**src/rtl/layer_sequencer.sv**
```systemverilog
// Layer sequencer: walks a per-layer configuration table and launches output-channel
// tiles on a compute engine, chaining feature maps through two ping-pong buffers.
module layer_sequencer #(
  parameter int                    MAX_LAYERS     = 32,
  parameter int                    AXI_ADDR_W     = 32,
  parameter int                    DIM_W          = 16,
  parameter int                    COUT_TILE      = 32,
  parameter logic [AXI_ADDR_W-1:0] IMG_ADDR       = 'h0000_0000,
  parameter logic [AXI_ADDR_W-1:0] OUT_ADDR       = 'h9000_0000,
  parameter logic [AXI_ADDR_W-1:0] BUF0_ADDR      = 'h8000_0000,
  parameter logic [AXI_ADDR_W-1:0] BUF1_ADDR      = 'h8100_0000,
  parameter int                    TIMEOUT_CYCLES = 1 << 20
) (
  input  logic                  clk,
  input  logic                  rst_n,
  input  logic                  start,
  input  logic                  abort,
  input  logic [7:0]            num_layers,
  input  logic                  cfg_we,
  input  logic [7:0]            cfg_idx,
  input  logic [2:0]            cfg_field,
  input  logic [AXI_ADDR_W-1:0] cfg_wdata,
  input  logic                  tile_done,
  output logic                  tile_start,
  output logic [DIM_W-1:0]      H,
  output logic [DIM_W-1:0]      W,
  output logic [DIM_W-1:0]      Cin,
  output logic [DIM_W-1:0]      Cout,
  output logic [1:0]            mode,
  output logic [DIM_W-1:0]      cout_base,
  output logic [DIM_W-1:0]      cout_len,
  output logic [AXI_ADDR_W-1:0] weight_addr,
  output logic [AXI_ADDR_W-1:0] ifm_addr,
  output logic [AXI_ADDR_W-1:0] ofm_addr,
  output logic [7:0]            layer_idx,
  output logic                  busy,
  output logic                  all_done,
  output logic                  err,
  output logic                  aborted
);

  localparam int IDX_W = (MAX_LAYERS > 1) ? $clog2(MAX_LAYERS) : 1;
  localparam int WD_W  = $clog2(TIMEOUT_CYCLES + 1);
  localparam logic [DIM_W-1:0] TILE_D  = DIM_W'(COUT_TILE);
  localparam logic [8:0]       MAX_CNT = 9'(MAX_LAYERS);
  localparam logic [WD_W-1:0]  WD_LAST = WD_W'(TIMEOUT_CYCLES - 1);

  typedef enum logic [2:0] {
    S_IDLE, S_LOAD, S_ISSUE, S_WAIT, S_ADVANCE, S_DONE, S_ERR
  } state_t;

  // Configuration table (contents survive reset)
  logic [DIM_W-1:0]      r_tab_h    [MAX_LAYERS];
  logic [DIM_W-1:0]      r_tab_w    [MAX_LAYERS];
  logic [DIM_W-1:0]      r_tab_cin  [MAX_LAYERS];
  logic [DIM_W-1:0]      r_tab_cout [MAX_LAYERS];
  logic [1:0]            r_tab_mode [MAX_LAYERS];
  logic [AXI_ADDR_W-1:0] r_tab_wa   [MAX_LAYERS];
  logic [AXI_ADDR_W-1:0] r_tab_st   [MAX_LAYERS];

  state_t                r_state;
  logic                  r_tile_start;
  logic [DIM_W-1:0]      r_h, r_w, r_cin, r_cout;
  logic [1:0]            r_mode;
  logic [DIM_W-1:0]      r_cout_base, r_cout_len;
  logic [AXI_ADDR_W-1:0] r_weight_addr, r_ifm_addr, r_ofm_addr;
  logic [7:0]            r_layer_idx;
  logic                  r_busy, r_all_done, r_err, r_aborted;
  logic [WD_W-1:0]       r_wdog;
  logic [8:0]            r_count;
  logic [DIM_W-1:0]      r_next_base;
  logic [AXI_ADDR_W-1:0] r_next_waddr;
  logic [AXI_ADDR_W-1:0] r_stride;

  logic                  w_cfg_hit;
  logic [IDX_W-1:0]      w_widx, w_ridx;
  logic [8:0]            w_count_in;
  logic                  w_last_layer;
  logic [DIM_W-1:0]      w_rem;
  logic                  w_more_tiles;
  logic [AXI_ADDR_W-1:0] w_ofm_next;
  logic                  w_entry_bad;

  assign w_cfg_hit    = cfg_we && !r_busy && ({24'd0, cfg_idx} < 32'(MAX_LAYERS));
  assign w_widx       = cfg_idx[IDX_W-1:0];
  assign w_ridx       = r_layer_idx[IDX_W-1:0];
  assign w_count_in   = ({24'd0, num_layers} > 32'(MAX_LAYERS)) ? MAX_CNT : {1'b0, num_layers};
  assign w_last_layer = ({1'b0, r_layer_idx} == (r_count - 9'd1));
  assign w_rem        = r_cout - r_next_base;
  assign w_more_tiles = (r_cout - r_cout_base) > TILE_D;
  // Intermediate maps ping-pong: even layers write BUF1, odd layers write BUF0
  assign w_ofm_next   = w_last_layer ? OUT_ADDR : (r_layer_idx[0] ? BUF0_ADDR : BUF1_ADDR);
  assign w_entry_bad  = (r_tab_cout[w_ridx] == '0) || (r_tab_mode[w_ridx] == 2'd3);

  always_ff @(posedge clk) begin
    if (w_cfg_hit) begin
      case (cfg_field)
        3'd0:    r_tab_h[w_widx]    <= cfg_wdata[DIM_W-1:0];
        3'd1:    r_tab_w[w_widx]    <= cfg_wdata[DIM_W-1:0];
        3'd2:    r_tab_cin[w_widx]  <= cfg_wdata[DIM_W-1:0];
        3'd3:    r_tab_cout[w_widx] <= cfg_wdata[DIM_W-1:0];
        3'd4:    r_tab_mode[w_widx] <= cfg_wdata[1:0];
        3'd5:    r_tab_wa[w_widx]   <= cfg_wdata;
        3'd6:    r_tab_st[w_widx]   <= cfg_wdata;
        default: ;
      endcase
    end
  end

  always_ff @(posedge clk) begin
    if (!rst_n) begin
      r_state       <= S_IDLE;
      r_tile_start  <= 1'b0;
      r_h           <= '0;
      r_w           <= '0;
      r_cin         <= '0;
      r_cout        <= '0;
      r_mode        <= '0;
      r_cout_base   <= '0;
      r_cout_len    <= '0;
      r_weight_addr <= '0;
      r_ifm_addr    <= '0;
      r_ofm_addr    <= '0;
      r_layer_idx   <= '0;
      r_busy        <= 1'b0;
      r_all_done    <= 1'b0;
      r_err         <= 1'b0;
      r_aborted     <= 1'b0;
      r_wdog        <= '0;
      r_count       <= '0;
      r_next_base   <= '0;
      r_next_waddr  <= '0;
      r_stride      <= '0;
    end else begin
      r_tile_start <= 1'b0;
      r_all_done   <= 1'b0;
      r_aborted    <= 1'b0;
      // Abort preempts every active state, including a same-cycle tile_done
      if (abort && (r_state != S_IDLE) && (r_state != S_ERR)) begin
        r_state   <= S_IDLE;
        r_busy    <= 1'b0;
        r_aborted <= 1'b1;
      end else begin
        case (r_state)
          S_IDLE, S_ERR: begin
            if (start) begin
              r_count     <= w_count_in;
              r_err       <= 1'b0;
              r_layer_idx <= '0;
              r_next_base <= '0;
              if (w_count_in == 9'd0) begin
                r_state <= S_DONE;
              end else begin
                r_state <= S_LOAD;
                r_busy  <= 1'b1;
              end
            end
          end
          S_LOAD: begin
            r_h          <= r_tab_h[w_ridx];
            r_w          <= r_tab_w[w_ridx];
            r_cin        <= r_tab_cin[w_ridx];
            r_cout       <= r_tab_cout[w_ridx];
            r_mode       <= r_tab_mode[w_ridx];
            r_next_base  <= '0;
            r_next_waddr <= r_tab_wa[w_ridx];
            r_stride     <= r_tab_st[w_ridx];
            r_ifm_addr   <= (r_layer_idx == 8'd0) ? IMG_ADDR : r_ofm_addr;
            r_ofm_addr   <= w_ofm_next;
            if (w_entry_bad) begin
              r_state <= S_ERR;
              r_err   <= 1'b1;
              r_busy  <= 1'b0;
            end else begin
              r_state <= S_ISSUE;
            end
          end
          S_ISSUE: begin
            r_cout_base   <= r_next_base;
            r_cout_len    <= (w_rem > TILE_D) ? TILE_D : w_rem;
            r_weight_addr <= r_next_waddr;
            r_tile_start  <= 1'b1;
            r_wdog        <= '0;
            r_state       <= S_WAIT;
          end
          S_WAIT: begin
            if (tile_done) begin
              r_state <= S_ADVANCE;
            end else if (r_wdog == WD_LAST) begin
              r_state <= S_ERR;
              r_err   <= 1'b1;
              r_busy  <= 1'b0;
            end else begin
              r_wdog <= r_wdog + 1'b1;
            end
          end
          S_ADVANCE: begin
            // Tile bases and weight pointers advance by accumulation, not multiply
            if (w_more_tiles) begin
              r_next_base  <= r_cout_base + TILE_D;
              r_next_waddr <= r_weight_addr + r_stride;
              r_state      <= S_ISSUE;
            end else if (w_last_layer) begin
              r_state <= S_DONE;
              r_busy  <= 1'b0;
            end else begin
              r_layer_idx <= r_layer_idx + 8'd1;
              r_state     <= S_LOAD;
            end
          end
          S_DONE: begin
            r_all_done <= 1'b1;
            r_state    <= S_IDLE;
          end
          default: r_state <= S_IDLE;
        endcase
      end
    end
  end

  assign tile_start  = r_tile_start;
  assign H           = r_h;
  assign W           = r_w;
  assign Cin         = r_cin;
  assign Cout        = r_cout;
  assign mode        = r_mode;
  assign cout_base   = r_cout_base;
  assign cout_len    = r_cout_len;
  assign weight_addr = r_weight_addr;
  assign ifm_addr    = r_ifm_addr;
  assign ofm_addr    = r_ofm_addr;
  assign layer_idx   = r_layer_idx;
  assign busy        = r_busy;
  assign all_done    = r_all_done;
  assign err         = r_err;
  assign aborted     = r_aborted;

endmodule

```
**config.mk**
```make
export PLATFORM = sky130hd
export DESIGN_NAME = layer_sequencer
export DESIGN_NICKNAME = d
export VERILOG_FILES = /design/src/rtl/layer_sequencer.sv
export SDC_FILE = /design/constraint.sdc
export NUM_CORES = 2
export LEC_CHECK = 0
export ABC_AREA = 0
export BUFFER_PORTS_ARGS = -buffer_cell sky130_fd_sc_hd__buf_2
export CORE_ASPECT_RATIO = 0.7
export CORE_MARGIN = 3
export CORE_UTILIZATION = 25
export CTS_CLUSTER_SIZE = 14
export DETAILED_ROUTE_END_ITERATION = 12
export PLACE_DENSITY = 0.37
export SYNTH_ARGS = -nofsm -noshare
export SYNTH_HDL_FRONTEND = slang
export SYNTH_MEMORY_MAX_BITS = 65536
export SYNTH_SLANG_ARGS = --single-unit
```
**constraint.sdc**
```tcl
create_clock -name clk -period 4.55 [get_ports clk]
set_input_delay 0.6825 -clock clk [delete_from_list [all_inputs] [get_ports clk]]
set_output_delay 0.6825 -clock clk [all_outputs]
set_load 0.01 [all_outputs]
```
==> results by stage <==
Outcome:
- The flow ran to the end, and the final reports show no timing, DRC or antenna violations.

Logic synthesis:
- The mapped cell area is 0.173 mm2.
- Sorting the synthesized cells by area gives the leading types as sky130_fd_sc_hd__edfxtp_1 (72%), sky130_fd_sc_hd__mux4_2 (16%), sky130_fd_sc_hd__dfxtp_1 (3.1%), sky130_fd_sc_hd__mux2i_1 (1.2%), sky130_fd_sc_hd__nor2_1 (0.91%).
- Of all flip-flops after synthesis, the portion carrying an async set or reset was 0%.
- Sequential elements use 75.4% of the synthesized area.
- The fraction of post-synthesis cell area in the top cell type by area is 72.3%.
- The mean area per synthesized cell is 21.2 um2.
- The synthesized design contains 4160 enable-type register cells.
- The number of synthesis warnings is 0.
- The synthesized netlist contains 77 unique library cells.
- The largest total area in the synthesized netlist belongs to sky130_fd_sc_hd__edfxtp_1.
- The prevailing post-synth register cell is sky130_fd_sc_hd__edfxtp_1.
- The count of state elements after synthesis is 4426.
- The count of mapped cells out of synthesis is 8147.

Clock network:
- The number of gates resized after CTS is 0.
- Clock-pin slew was measured on the worst setup and hold paths at 60 ps.
- For the worst-skew pair, the clock arrives at the later sink with an insertion delay of 1020 ps.
- The tree is rooted in a sky130_fd_sc_hd__clkbuf_16.
- The post-CTS setup-driven buffer insertion count is 0.
- The clock sink count is 4426.
- The number of hold buffers added after CTS is 5.
- Counting along the longest clock path gives a buffer depth of 4.
- The total CTS buffers is 447.
- In this run the number of H-tree levels came out at 5.
- The TritonCTS clock tree is yes.

Power and ir drop:
- Internal power comes to 67900 uW.
- Across the VDD grid, the largest voltage drop is 0.384 mV.
- The switching power summed over all nets is 20500 uW.
- The proportion of total power due to net switching is 23.2%.
- The fraction of power consumed by sequential logic is 51.1%.
- The proportion of power drawn by combinational gates is 7.5%.
- In this run the power density over the cells is 432 mW/mm2.
- The clock network fraction of design power is 41.4%.
- The leakage component of the power is 0.0614 uW.

Timing:
- The time the worst path needs with I/O delays and setup is 4140 ps.
- Headroom to the max-slew limit came out at 11.5%.
- The maximum achievable frequency is 242 MHz.
- The final count of hold timing violations is 0.
- The total count of max-transition violations in the final report is 0.
- Of the available clock period, the critical path in the final layout requires 91.0%.
- The measured slew at the worst slew-check pin is 1330 ps.
- Setup slack on the critical path of the routed design comes to 411 ps.
- Setup repair after global routing left no endpoint under its margin.
- The clock skew is 75.3 ps.
- For the final routed database, the setup TNS stands at 0 ps.
- Setup violations remaining at the end of the flow were counted as 0.

Global route:
- The overall overflow remaining after global route is 0.
- The number of global-route vias before repair is 88600.
- The total global routing track utilization is 15.5%.
- The number of antenna violations at the first check in global routing came to 49.
- The first global-routing pass estimated 766000 um of wire.
- Entering global routing, the biggest net connects 114 pins.

Place:
- At the end of routability-driven placement, the weighted congestion stood at 0.774.
- The number of placed instances, taps included is 17600.
- The total cell area at the placement stage is 0.190 mm2.
- The count of buffers inserted at the top-level ports is 205.
- The worst slack at placement is 470 ps.
- The half-perimeter wire length after detailed placement is 345000 um.

Drt:
- The number of iterations in the first detailed-routing pass is 7.
- Once detail routing completed, the nets flagged for antenna violations numbered 0.
- The wire length after detailed routing is 560000 um.
- The vias per cell is 4.69.
- In the final routed layout, each cell accounts on average for 30.4 um.
- The routed via count is 86500.
- The detailed-route DRC error count is 0.
- For this block, the initial DRC count from the detailed router was 8738.

Final layout:
- The final instance area is 0.205 mm2.
- From synthesis to final layout, the design area changed by 18.6%.
- The number of non-filler instances in the completed layout is 18400.
- The fraction of final layout cells with drive strength greater than 1 is 31.5%.
- The most common cell after layout, fill and taps aside is sky130_fd_sc_hd__edfxtp_1.
- Measured on the finished design, the core utilization comes to 29.9%.
- The final layout net count is 9074.
- The top cell types in the final layout, fill and taps aside, are sky130_fd_sc_hd__edfxtp_1 (4160), sky130_fd_sc_hd__mux4_2 (1229), sky130_fd_sc_hd__clkbuf_16 (455).

Worst setup path:
- STA classifies the critical path startpoint as a register.
- The slack of the worst reg-to-reg path is 410 ps.
- The delay of the slowest cell on the worst path is 570 ps.
- The arrival time at the worst endpoint is 4990 ps.
- Along the worst path, the maximum fanout reaches 49.
- Traced cell by cell, the critical path runs through inv_1 > ha_1 > fa_1 > nand2b_1 > a21oi_1 > o21ai_1 > nor3_1 > a311o_1 > nor4_2 > a311oi_1 > o21a_4 > buf_4 > o311ai_0 > o211a_1.
- At the worst endpoint, the required time is 5400 ps.
- In this design, the largest share of critical-path delay is due to compound AO/OA/AOI/OAI gates.
- The critical path buffer and inverter count is 2.
- The nature of the critical path endpoint is a register.
- The critical path is of the reg -> reg type.
- Among all stages on the critical path, the largest delay is contributed by sky130_fd_sc_hd__buf_4.

Die:
- After floorplanning, the core was sized to cover 0.686 mm2.
- For this design the top-level I/O count stands at 264.
- In this run the core area contains 254 standard-cell rows.
- From bottom edge to top edge, the die measures 701 um.
- The die covers 0.701 mm2.
- The die width is 999 um.
- The initial cell density of the core is 25.2%.

Worst hold path:
- The class of the tightest hold or removal check is in -> reg.

Run:
- The number of violations of the max-capacitance limit is 0.
-- routing by layer --
layer  track usage (%)  part of all wire [%]
met5                 0                0.0023
met4              2.39                   1.7
met3              1.95                   4.6
met2              23.7                    45
met1              24.0                    49
-- cells in the mapped netlist, drive strengths merged, types with 12 or more instances --
library cell	count
edfxtp	4160
mux4	1229
nor2	417
clkbuf	271
nand2	269
dfxtp	266
buf	236
mux2i	212
a211oi	105
o21ai	88
a21oi	82
ha	66
inv	57
a22oi	48
nand3	47
xnor2	46
nor2b	41
a21boi	40
and3	36
nor3	29
mux2	28
xor2	28
a221oi	26
a31oi	24
nand2b	22
nand4	22
o22ai	22
or4	20
o211ai	18
o21a	16
or4b	16
nor3b	15
o211a	15
a21o	12
or2	12
-- final timing paths --
check,endpoint,cells after the start,start
setup / recovery,r_next_waddr[29],14,Cout[0]
setup reg to reg,r_next_waddr[29],14,Cout[0]
hold / removal,r_state[1],4,tile_done
hold reg to reg,weight_addr[2],2,r_next_waddr[2]
-- area by class of cell --
class | instances | area (um2)
diodes | 15 | 37.5
clock buffers | 577 | 12100
clock inverters | 248 | 2260
fillers | 66200 | 481000
inverters | 58 | 225
multi-input cells | 3213 | 41100
flip-flops and latches | 4426 | 130000
well taps | 9088 | 11400
repair buffers | 802 | 7480
-- registers in the layout, summed over array words and instances, names as in the netlist, 32 cells and up, named ones only --
name          flops
r_tab_wa       1024
r_tab_cout      512
weight_addr      32
r_tab_h         512
r_stride         32
r_tab_mode       64
r_tab_cin       512
r_tab_st       1024
r_next_waddr     32
r_tab_w         512
-- per-stage QoR --
step / hold WS, ps / power, uW
global placement: 442 / 52800
detailed placement: 448 / 52800
floorplan: 431 / 49800
global route: 80.8 / 91800
finish: 102 / 88500
CTS: 3.15 / 89800
-- cell families after synthesis --
group | count (synthesis) | synth area share [%]
and+or+nand+nor | 986 | 2.60
xor gates and xnor gates | 74 | 0.375
other | 1 | 0.00217
adders and majority gates | 69 | 0.513
buffers and inverters | 565 | 1.41
DFF | 4426 | 75.4
AOI/OAI and AO/OA | 557 | 2.23
muxes | 1469 | 17.4
-- power by group through the flow --
stage               registers [uW]  clock network [uW]  logic (uW)
finish                       45200               36700        6640
global placement             46000                   0        6720
CTS                          45200               37800        6760
detailed placement           46000                   0        6740
global route                 45200               39400        7210
floorplan                    45900                   0        3970
-- worst reg2reg max path: stages, from the launching register on --
cell                       delay [ps]
sky130_fd_sc_hd__dfxtp_1          360
sky130_fd_sc_hd__inv_1             80
sky130_fd_sc_hd__ha_1             220
sky130_fd_sc_hd__fa_1             400
sky130_fd_sc_hd__nand2b_1         200
sky130_fd_sc_hd__a21oi_1          300
sky130_fd_sc_hd__o21ai_1          220
sky130_fd_sc_hd__nor3_1           230
sky130_fd_sc_hd__a311o_1          170
sky130_fd_sc_hd__nor4_2            80
sky130_fd_sc_hd__a311oi_1         370
sky130_fd_sc_hd__o21a_4           170
sky130_fd_sc_hd__buf_4            570
sky130_fd_sc_hd__o311ai_0         450
sky130_fd_sc_hd__o211a_1          200
No activity file was read; power rests on OpenSTA's default activity.
